[config.mk]
export PLATFORM = sky130hd
export DESIGN_NAME = uart_rx_datapath_flat
export DESIGN_NICKNAME = d
export VERILOG_FILES = /design/src/rtl/uart_rx_datapath_if.sv /design/src/rtl/uart_rx_datapath.sv /design/src/flat_wrapper.sv
export SDC_FILE = /design/constraint.sdc
export NUM_CORES = 1
export LEC_CHECK = 0
export CELL_PAD_IN_SITES_DETAIL_PLACEMENT = 1
export CELL_PAD_IN_SITES_GLOBAL_PLACEMENT = 1
export CORE_MARGIN = 4
export CORE_UTILIZATION = 43
export DETAILED_ROUTE_END_ITERATION = 8
export MAX_ROUTING_LAYER = met4
export PLACE_DENSITY = 0.81
export SETUP_SLACK_MARGIN = 0.5
export SLEW_MARGIN = 10
export SYNTH_ARGS = -nofsm -noshare
export SYNTH_HDL_FRONTEND = slang
export SYNTH_SLANG_ARGS = --single-unit
[constraint.sdc]
create_clock -name clk -period 2.35 [get_ports clk]
set_input_delay 0.705 -clock clk [delete_from_list [all_inputs] [get_ports clk]]
set_output_delay 0.705 -clock clk [all_outputs]
set_load 0.02 [all_outputs]
[src/rtl/uart_rx_datapath_if.sv]
// Control/status bundle between the UART Rx datapath and its FSM/core side.
// The datapath takes the slave modport; the FSM/core side takes the master modport.
interface uart_rx_datapath_if;
    logic       rst_BR;
    logic       rst_bit_counter;
    logic       bit_count_enable;
    logic       sample_o;
    logic       enable_out_reg;
    logic       clr_rx_flag;
    logic       rx_sync;
    logic       end_half_time_o;
    logic       end_bit_time_o;
    logic [3:0] Rx_bit_Count;
    logic [7:0] Rx_Data;
    logic       parity_error;
    logic       framing_error;
    logic       overrun_error;
    logic       rx_ready;

    modport master (
        output rst_BR, rst_bit_counter, bit_count_enable, sample_o, enable_out_reg, clr_rx_flag,
        input  rx_sync, end_half_time_o, end_bit_time_o, Rx_bit_Count,
        input  Rx_Data, parity_error, framing_error, overrun_error, rx_ready
    );

    modport slave (
        input  rst_BR, rst_bit_counter, bit_count_enable, sample_o, enable_out_reg, clr_rx_flag,
        output rx_sync, end_half_time_o, end_bit_time_o, Rx_bit_Count,
        output Rx_Data, parity_error, framing_error, overrun_error, rx_ready
    );
endinterface

[src/rtl/uart_rx_datapath.sv]
// UART receive datapath: rx synchronizer, baud ticks, bit counter, 9-bit shifter,
// stop-bit capture and the flagged output register read by the core.
module uart_rx_datapath #(
    parameter int BIT_CYCLES = 87,
    parameter bit PARITY_ODD = 1'b0
) (
    input  logic              clk,
    input  logic              rst,
    input  logic              rx,
    uart_rx_datapath_if.slave bus
);
    localparam logic [15:0] LAST_CNT = 16'(BIT_CYCLES - 1);
    localparam logic [15:0] HALF_CNT = 16'(BIT_CYCLES / 2 - 1);

    logic       sync1;
    logic       sync2;
    logic [15:0] cnt;
    logic       end_half;
    logic       end_bit;
    logic [3:0] bit_cnt;
    logic [8:0] shreg;
    logic       stop_bit;
    logic [7:0] data_q;
    logic       parity_err_q;
    logic       framing_err_q;
    logic       overrun_q;
    logic       ready_q;

    always_ff @(posedge clk or negedge rst) begin
        if (!rst) begin
            sync1 <= 1'b1;
            sync2 <= 1'b1;
        end else begin
            sync1 <= rx;
            sync2 <= sync1;
        end
    end

    always_ff @(posedge clk or negedge rst) begin
        if (!rst) begin
            cnt <= '0;
        end else if (!bus.rst_BR) begin
            cnt <= '0;
        end else if (cnt == LAST_CNT) begin
            cnt <= '0;
        end else begin
            cnt <= cnt + 16'd1;
        end
    end

    // Ticks are gated by rst_BR so a held baud counter can never fire the FSM.
    assign end_half = (cnt == HALF_CNT) && bus.rst_BR;
    assign end_bit  = (cnt == LAST_CNT) && bus.rst_BR;

    always_ff @(posedge clk or negedge rst) begin
        if (!rst) begin
            bit_cnt <= '0;
        end else if (!bus.rst_bit_counter) begin
            bit_cnt <= '0;
        end else if (bus.bit_count_enable && (bit_cnt != 4'd15)) begin
            bit_cnt <= bit_cnt + 4'd1;
        end
    end

    always_ff @(posedge clk or negedge rst) begin
        if (!rst) begin
            shreg <= '0;
        end else if (bus.sample_o) begin
            shreg <= {sync2, shreg[8:1]};
        end
    end

    // Stop bit is sampled at its mid-point, once 8 data bits plus parity are in.
    always_ff @(posedge clk or negedge rst) begin
        if (!rst) begin
            stop_bit <= 1'b1;
        end else if (end_half && (bit_cnt == 4'd9) && bus.rst_bit_counter) begin
            stop_bit <= sync2;
        end
    end

    // A load that coincides with a clear means the old byte was consumed, so no overrun.
    always_ff @(posedge clk or negedge rst) begin
        if (!rst) begin
            data_q        <= '0;
            parity_err_q  <= 1'b0;
            framing_err_q <= 1'b0;
            overrun_q     <= 1'b0;
            ready_q       <= 1'b0;
        end else if (bus.enable_out_reg) begin
            data_q        <= shreg[7:0];
            parity_err_q  <= (^shreg) ^ PARITY_ODD;
            framing_err_q <= ~stop_bit;
            ready_q       <= 1'b1;
            overrun_q     <= bus.clr_rx_flag ? 1'b0 : (overrun_q | ready_q);
        end else if (bus.clr_rx_flag) begin
            ready_q   <= 1'b0;
            overrun_q <= 1'b0;
        end
    end

    assign bus.rx_sync         = sync2;
    assign bus.end_half_time_o = end_half;
    assign bus.end_bit_time_o  = end_bit;
    assign bus.Rx_bit_Count    = bit_cnt;
    assign bus.Rx_Data         = data_q;
    assign bus.parity_error    = parity_err_q;
    assign bus.framing_error   = framing_err_q;
    assign bus.overrun_error   = overrun_q;
    assign bus.rx_ready        = ready_q;
endmodule

[src/flat_wrapper.sv]
// flat-port wrapper written by rule: the top's interface ports become plain ports
module uart_rx_datapath_flat 
#(
    parameter int BIT_CYCLES = 87,
    parameter bit PARITY_ODD = 1'b0
)
  (clk, rst, rx, bus_rst_BR, bus_rst_bit_counter, bus_bit_count_enable, bus_sample_o, bus_enable_out_reg, bus_clr_rx_flag, bus_rx_sync, bus_end_half_time_o, bus_end_bit_time_o, bus_Rx_bit_Count, bus_Rx_Data, bus_parity_error, bus_framing_error, bus_overrun_error, bus_rx_ready);
  uart_rx_datapath_if bus_i ();
  input  logic clk;
  input  logic rst;
  input  logic rx;
  input wire logic [$bits(bus_i.rst_BR)-1:0] bus_rst_BR;
  input wire logic [$bits(bus_i.rst_bit_counter)-1:0] bus_rst_bit_counter;
  input wire logic [$bits(bus_i.bit_count_enable)-1:0] bus_bit_count_enable;
  input wire logic [$bits(bus_i.sample_o)-1:0] bus_sample_o;
  input wire logic [$bits(bus_i.enable_out_reg)-1:0] bus_enable_out_reg;
  input wire logic [$bits(bus_i.clr_rx_flag)-1:0] bus_clr_rx_flag;
  output wire logic [$bits(bus_i.rx_sync)-1:0] bus_rx_sync;
  output wire logic [$bits(bus_i.end_half_time_o)-1:0] bus_end_half_time_o;
  output wire logic [$bits(bus_i.end_bit_time_o)-1:0] bus_end_bit_time_o;
  output wire logic [$bits(bus_i.Rx_bit_Count)-1:0] bus_Rx_bit_Count;
  output wire logic [$bits(bus_i.Rx_Data)-1:0] bus_Rx_Data;
  output wire logic [$bits(bus_i.parity_error)-1:0] bus_parity_error;
  output wire logic [$bits(bus_i.framing_error)-1:0] bus_framing_error;
  output wire logic [$bits(bus_i.overrun_error)-1:0] bus_overrun_error;
  output wire logic [$bits(bus_i.rx_ready)-1:0] bus_rx_ready;
  assign bus_i.rst_BR = bus_rst_BR;
  assign bus_i.rst_bit_counter = bus_rst_bit_counter;
  assign bus_i.bit_count_enable = bus_bit_count_enable;
  assign bus_i.sample_o = bus_sample_o;
  assign bus_i.enable_out_reg = bus_enable_out_reg;
  assign bus_i.clr_rx_flag = bus_clr_rx_flag;
  assign bus_rx_sync = bus_i.rx_sync;
  assign bus_end_half_time_o = bus_i.end_half_time_o;
  assign bus_end_bit_time_o = bus_i.end_bit_time_o;
  assign bus_Rx_bit_Count = bus_i.Rx_bit_Count;
  assign bus_Rx_Data = bus_i.Rx_Data;
  assign bus_parity_error = bus_i.parity_error;
  assign bus_framing_error = bus_i.framing_error;
  assign bus_overrun_error = bus_i.overrun_error;
  assign bus_rx_ready = bus_i.rx_ready;
  uart_rx_datapath #(.BIT_CYCLES(BIT_CYCLES), .PARITY_ODD(PARITY_ODD)) u_core (.clk(clk), .rst(rst), .rx(rx), .bus(bus_i));
endmodule
==> key figures <==
Run status
  • Status: finished, violations left
  • Failing checks: setup timing

Worst setup path
  • FF-to-FF Start: u_core.cnt[14]
  • Worst EP arrival: between 1.5 and 2 ns
  • Crit-path cells: nor4_2, buf_4, nand4b_1, buf_4, nor3_4, buf_6
  • Path type of the worst setup path: flip-flop to primary output
  • Reg2Reg Depth: 8
  • Worst Path Required: 1.64 ns
  • Startpoint Class: flip-flop
  • Critical path launch point: u_core.cnt[14]
  • Slowest stage delay, CP: 0.40 ns
  • CP max-delay cell: dfrtp_1
  • CP endpoint kind: primary output
  • Critical path peak fanout: 2
  • CP most frequent cell: buf_4

Finish
  • Fin cells: roughly 280
  • Final core utilization: 63.0%
  • Antenna cells: 0
  • Area delta synth->final: 38.6%
  • Layout cells sized above 1: about 40%
  • Final instance area: between 0.002 and 0.003 mm²
  • NumNets Final: around 240
  • # fillers: ~450

Synth
  • Distinct cells, synth: 36
  • Async S/R FF share, synth: 100%
  • Number of synthesized flops with an enable pin: 0
  • Post-synthesis sequential area ratio: between 50% and 60%
  • Yosys warnings: 0
  • Syn Inst Count: about 170
  • Net count after synthesis: 179
  • Most used DFF post-synth: dfrtp_1
  • Avg Cell Area, Syn: about 12 µm²
  • Post-Syn Area: between 0.002 and 0.0025 mm²
  • Synthesized flop and latch total: 44

CTS
  • CTS sink count: 44
  • CTS tree: done
  • CTS buffer count: 5
  • Worst-case clock buffer depth: 2
  • CTS H-tree depth: 2
  • Clk slew on worst S/H paths: 0.08 ns
  • Clk Latency, worst-skew pair: 0.29 ns
  • CTS Hold Bufs: 0
  • Root Driver: clkbuf_8

Global routing
  • GRT Total Usage: between 10% and 20%
  • Antenna violations before repair: 0
  • Largest net degree at the start of global routing: 29
  • Grt total ovfl: 0
  • Vias in the first global route: ~1.7k
  • First-pass GRT wire length: approximately 8700 µm

STA
  • Fmax: just over 400 MHz
  • Setup ws final: -0.0763 ns
  • Hold Slack: around 0.36 ns
  • Final Setup Violations: 1
  • Final hold viol count: 0
  • Setup TNS Final: -0.0763 ns
  • Slew margin rel.: roughly three fifths
  • Count of pins over their slew limit: 0
  • Final period util: 103%
  • Skew final: slightly below 0.007 ns
  • Unrepaired setup endpoints after global routing: yes
  • Slew at the pin closest to its max-slew limit: around 0.62 ns
  • Post-route minimum period: between 2 and 2.5 ns

Floorplanning
  • Core area: roughly 0.0045 mm²
  • Initial Utilization: a little under half
  • Die area: approximately 0.0059 mm²
  • Die W: ~77 µm
  • Rows: 24
  • Die height: 76.8 µm
  • # IOs: 28

Pwr
  • Design Power: ~2.1 mW
  • Leakage: approximately 1.2 nW
  • Worst vdd ir: 0.000408 V
  • Power Density: 745 mW/mm²

Detailed routing
  • DR vias: ~1.5k
  • Vias/cell: approximately 5.4
  • Routed Wire Length: approximately 5300 µm
  • DRC errors left: 0
  • Final ANT Viol Nets: 0
  • DR pass1 iterations: 4
  • Avg WL per Cell: between 15 and 20 µm
  • DRT iter0 DRCs: 81

Placement
  • Inst Count DP: between 200 and 300
  • Dpl ws: -0.779 ns
  • Port Buf Inserts: 27
  • RD Place Congestion: between 0.7 and 0.8
  • Post-DP HPWL: ~3500 µm
  • Post-DP Area: ~0.0025 mm²

Min path
  • Min-delay src: u_core.sync1
  • Hold Path Class: flip-flop to flip-flop
  • Hold path cells: 0

Job
  • Max-cap violation count: 0
repair_timing:
item / CTS / global route
resized for setup: 41 / 37
endpoints found under the setup margin: 21 / 18
gates cloned: 0 / 0
setup buffers: 2 / 2
pin swaps: 5 / 5
worst max-delay path: cells and delay by family (launching register included):
| kind | cells | cell delay [ns] |
|---|---|---|
| and+or+nand+nor | 3 | 0.56 |
| buffers and inverters | 3 | 0.49 |
| DFF | 1 | 0.40 |
path summary, 6_finish.rpt:
path	end	slack, ns
max in group asynchronous	u_core.sync1	1.26
worst max register to register	u_core.stop_bit	0.28
min in group asynchronous	u_core.bus.framing_error	0.42
worst min register to register	u_core.bus.rx_sync	0.36
worst min-delay path	u_core.bus.rx_sync	0.36
worst max-delay path	bus_end_bit_time_o	-0.08
layer usage:
layer  GRT usage [%]  share of wire [%]  vias to the layer above
met1            21.7                 39                      755
met3            3.16                2.5                       13
met2            35.7                 56                       30
li1                -                  -                      696
met5               -                  0                        -
met4            3.80                2.4                        0
placed cells by master (no fill, tap or decap), drive strengths merged, types with 2 or more instances in the layout:
master / instances
nor3: 2
ha: 4
xnor2: 9
nor2: 13
clkdlybuf4s15: 3
dfstp: 3
o21ai: 4
dlygate4sd2: 13
nand2: 8
buf: 34
nor4: 3
xor2: 10
or3: 3
and4: 3
clkdlybuf4s50: 6
mux2: 19
clkbuf: 6
and2: 6
a21oi: 5
nand4: 4
nand3: 8
inv: 5
dfrtp: 41
Yosys cell counts, types with 4 or more instances:
cell,n,area share (%)
ha_1,4,2.5
nand3_1,7,1.7
nand2_1,8,1.5
dfrtp_1,41,50
and2_1,6,1.8
inv_1,5,0.92
xor2_1,10,4.3
mux2_2,19,11
nand4_1,4,1.2
a21oi_1,5,1.2
xnor2_1,9,3.9
nor2_1,13,2.4
report_power, final:
part	total, mW	internal (mW)	switching, mW
clock	0.564	0.316	0.249
combinational	0.568	0.302	0.266
sequential	0.968	0.875	0.0930
cells by family after synthesis:
group                    count (synthesis)  synth area share [%]
XOR/XNOR                                20                  9.29
flip-flops                              44                  54.3
multiplexers                            20                  11.0
AO/OA/AOI/OAI                           12                  4.00
AND/OR/NAND/NOR                         57                  16.5
buffers and inverters                    9                  2.40
adder cells (fa/ha/maj)                  4                  2.46
registers in the layout, summed over array words and instances (netlist names):
register and cells:
u_core.cnt 16, u_core.shreg 9, u_core.bus.Rx_Data 8, u_core.bus.Rx_bit_Count 4, u_core.bus.framing_error 1, u_core.bus.overrun_error 1, u_core.bus.parity_error 1, u_core.bus.rx_ready 1
u_core.bus.rx_sync 1, u_core.stop_bit 1, u_core.sync1 1
area by class of cell:
cell class / count / area [µm²] / area share (%)
sequential: 44 / 1100 / 39.2
multi-input combinational: 113 / 1050 / 37.2
timing repair buffer: 56 / 475 / 16.9
clock buffer: 6 / 72.6 / 2.57
tap: 52 / 65.1 / 2.31
clock inverter: 2 / 35.0 / 1.24
inverter: 5 / 18.8 / 0.666
Note: power is estimated with default switching activity, not from simulation.
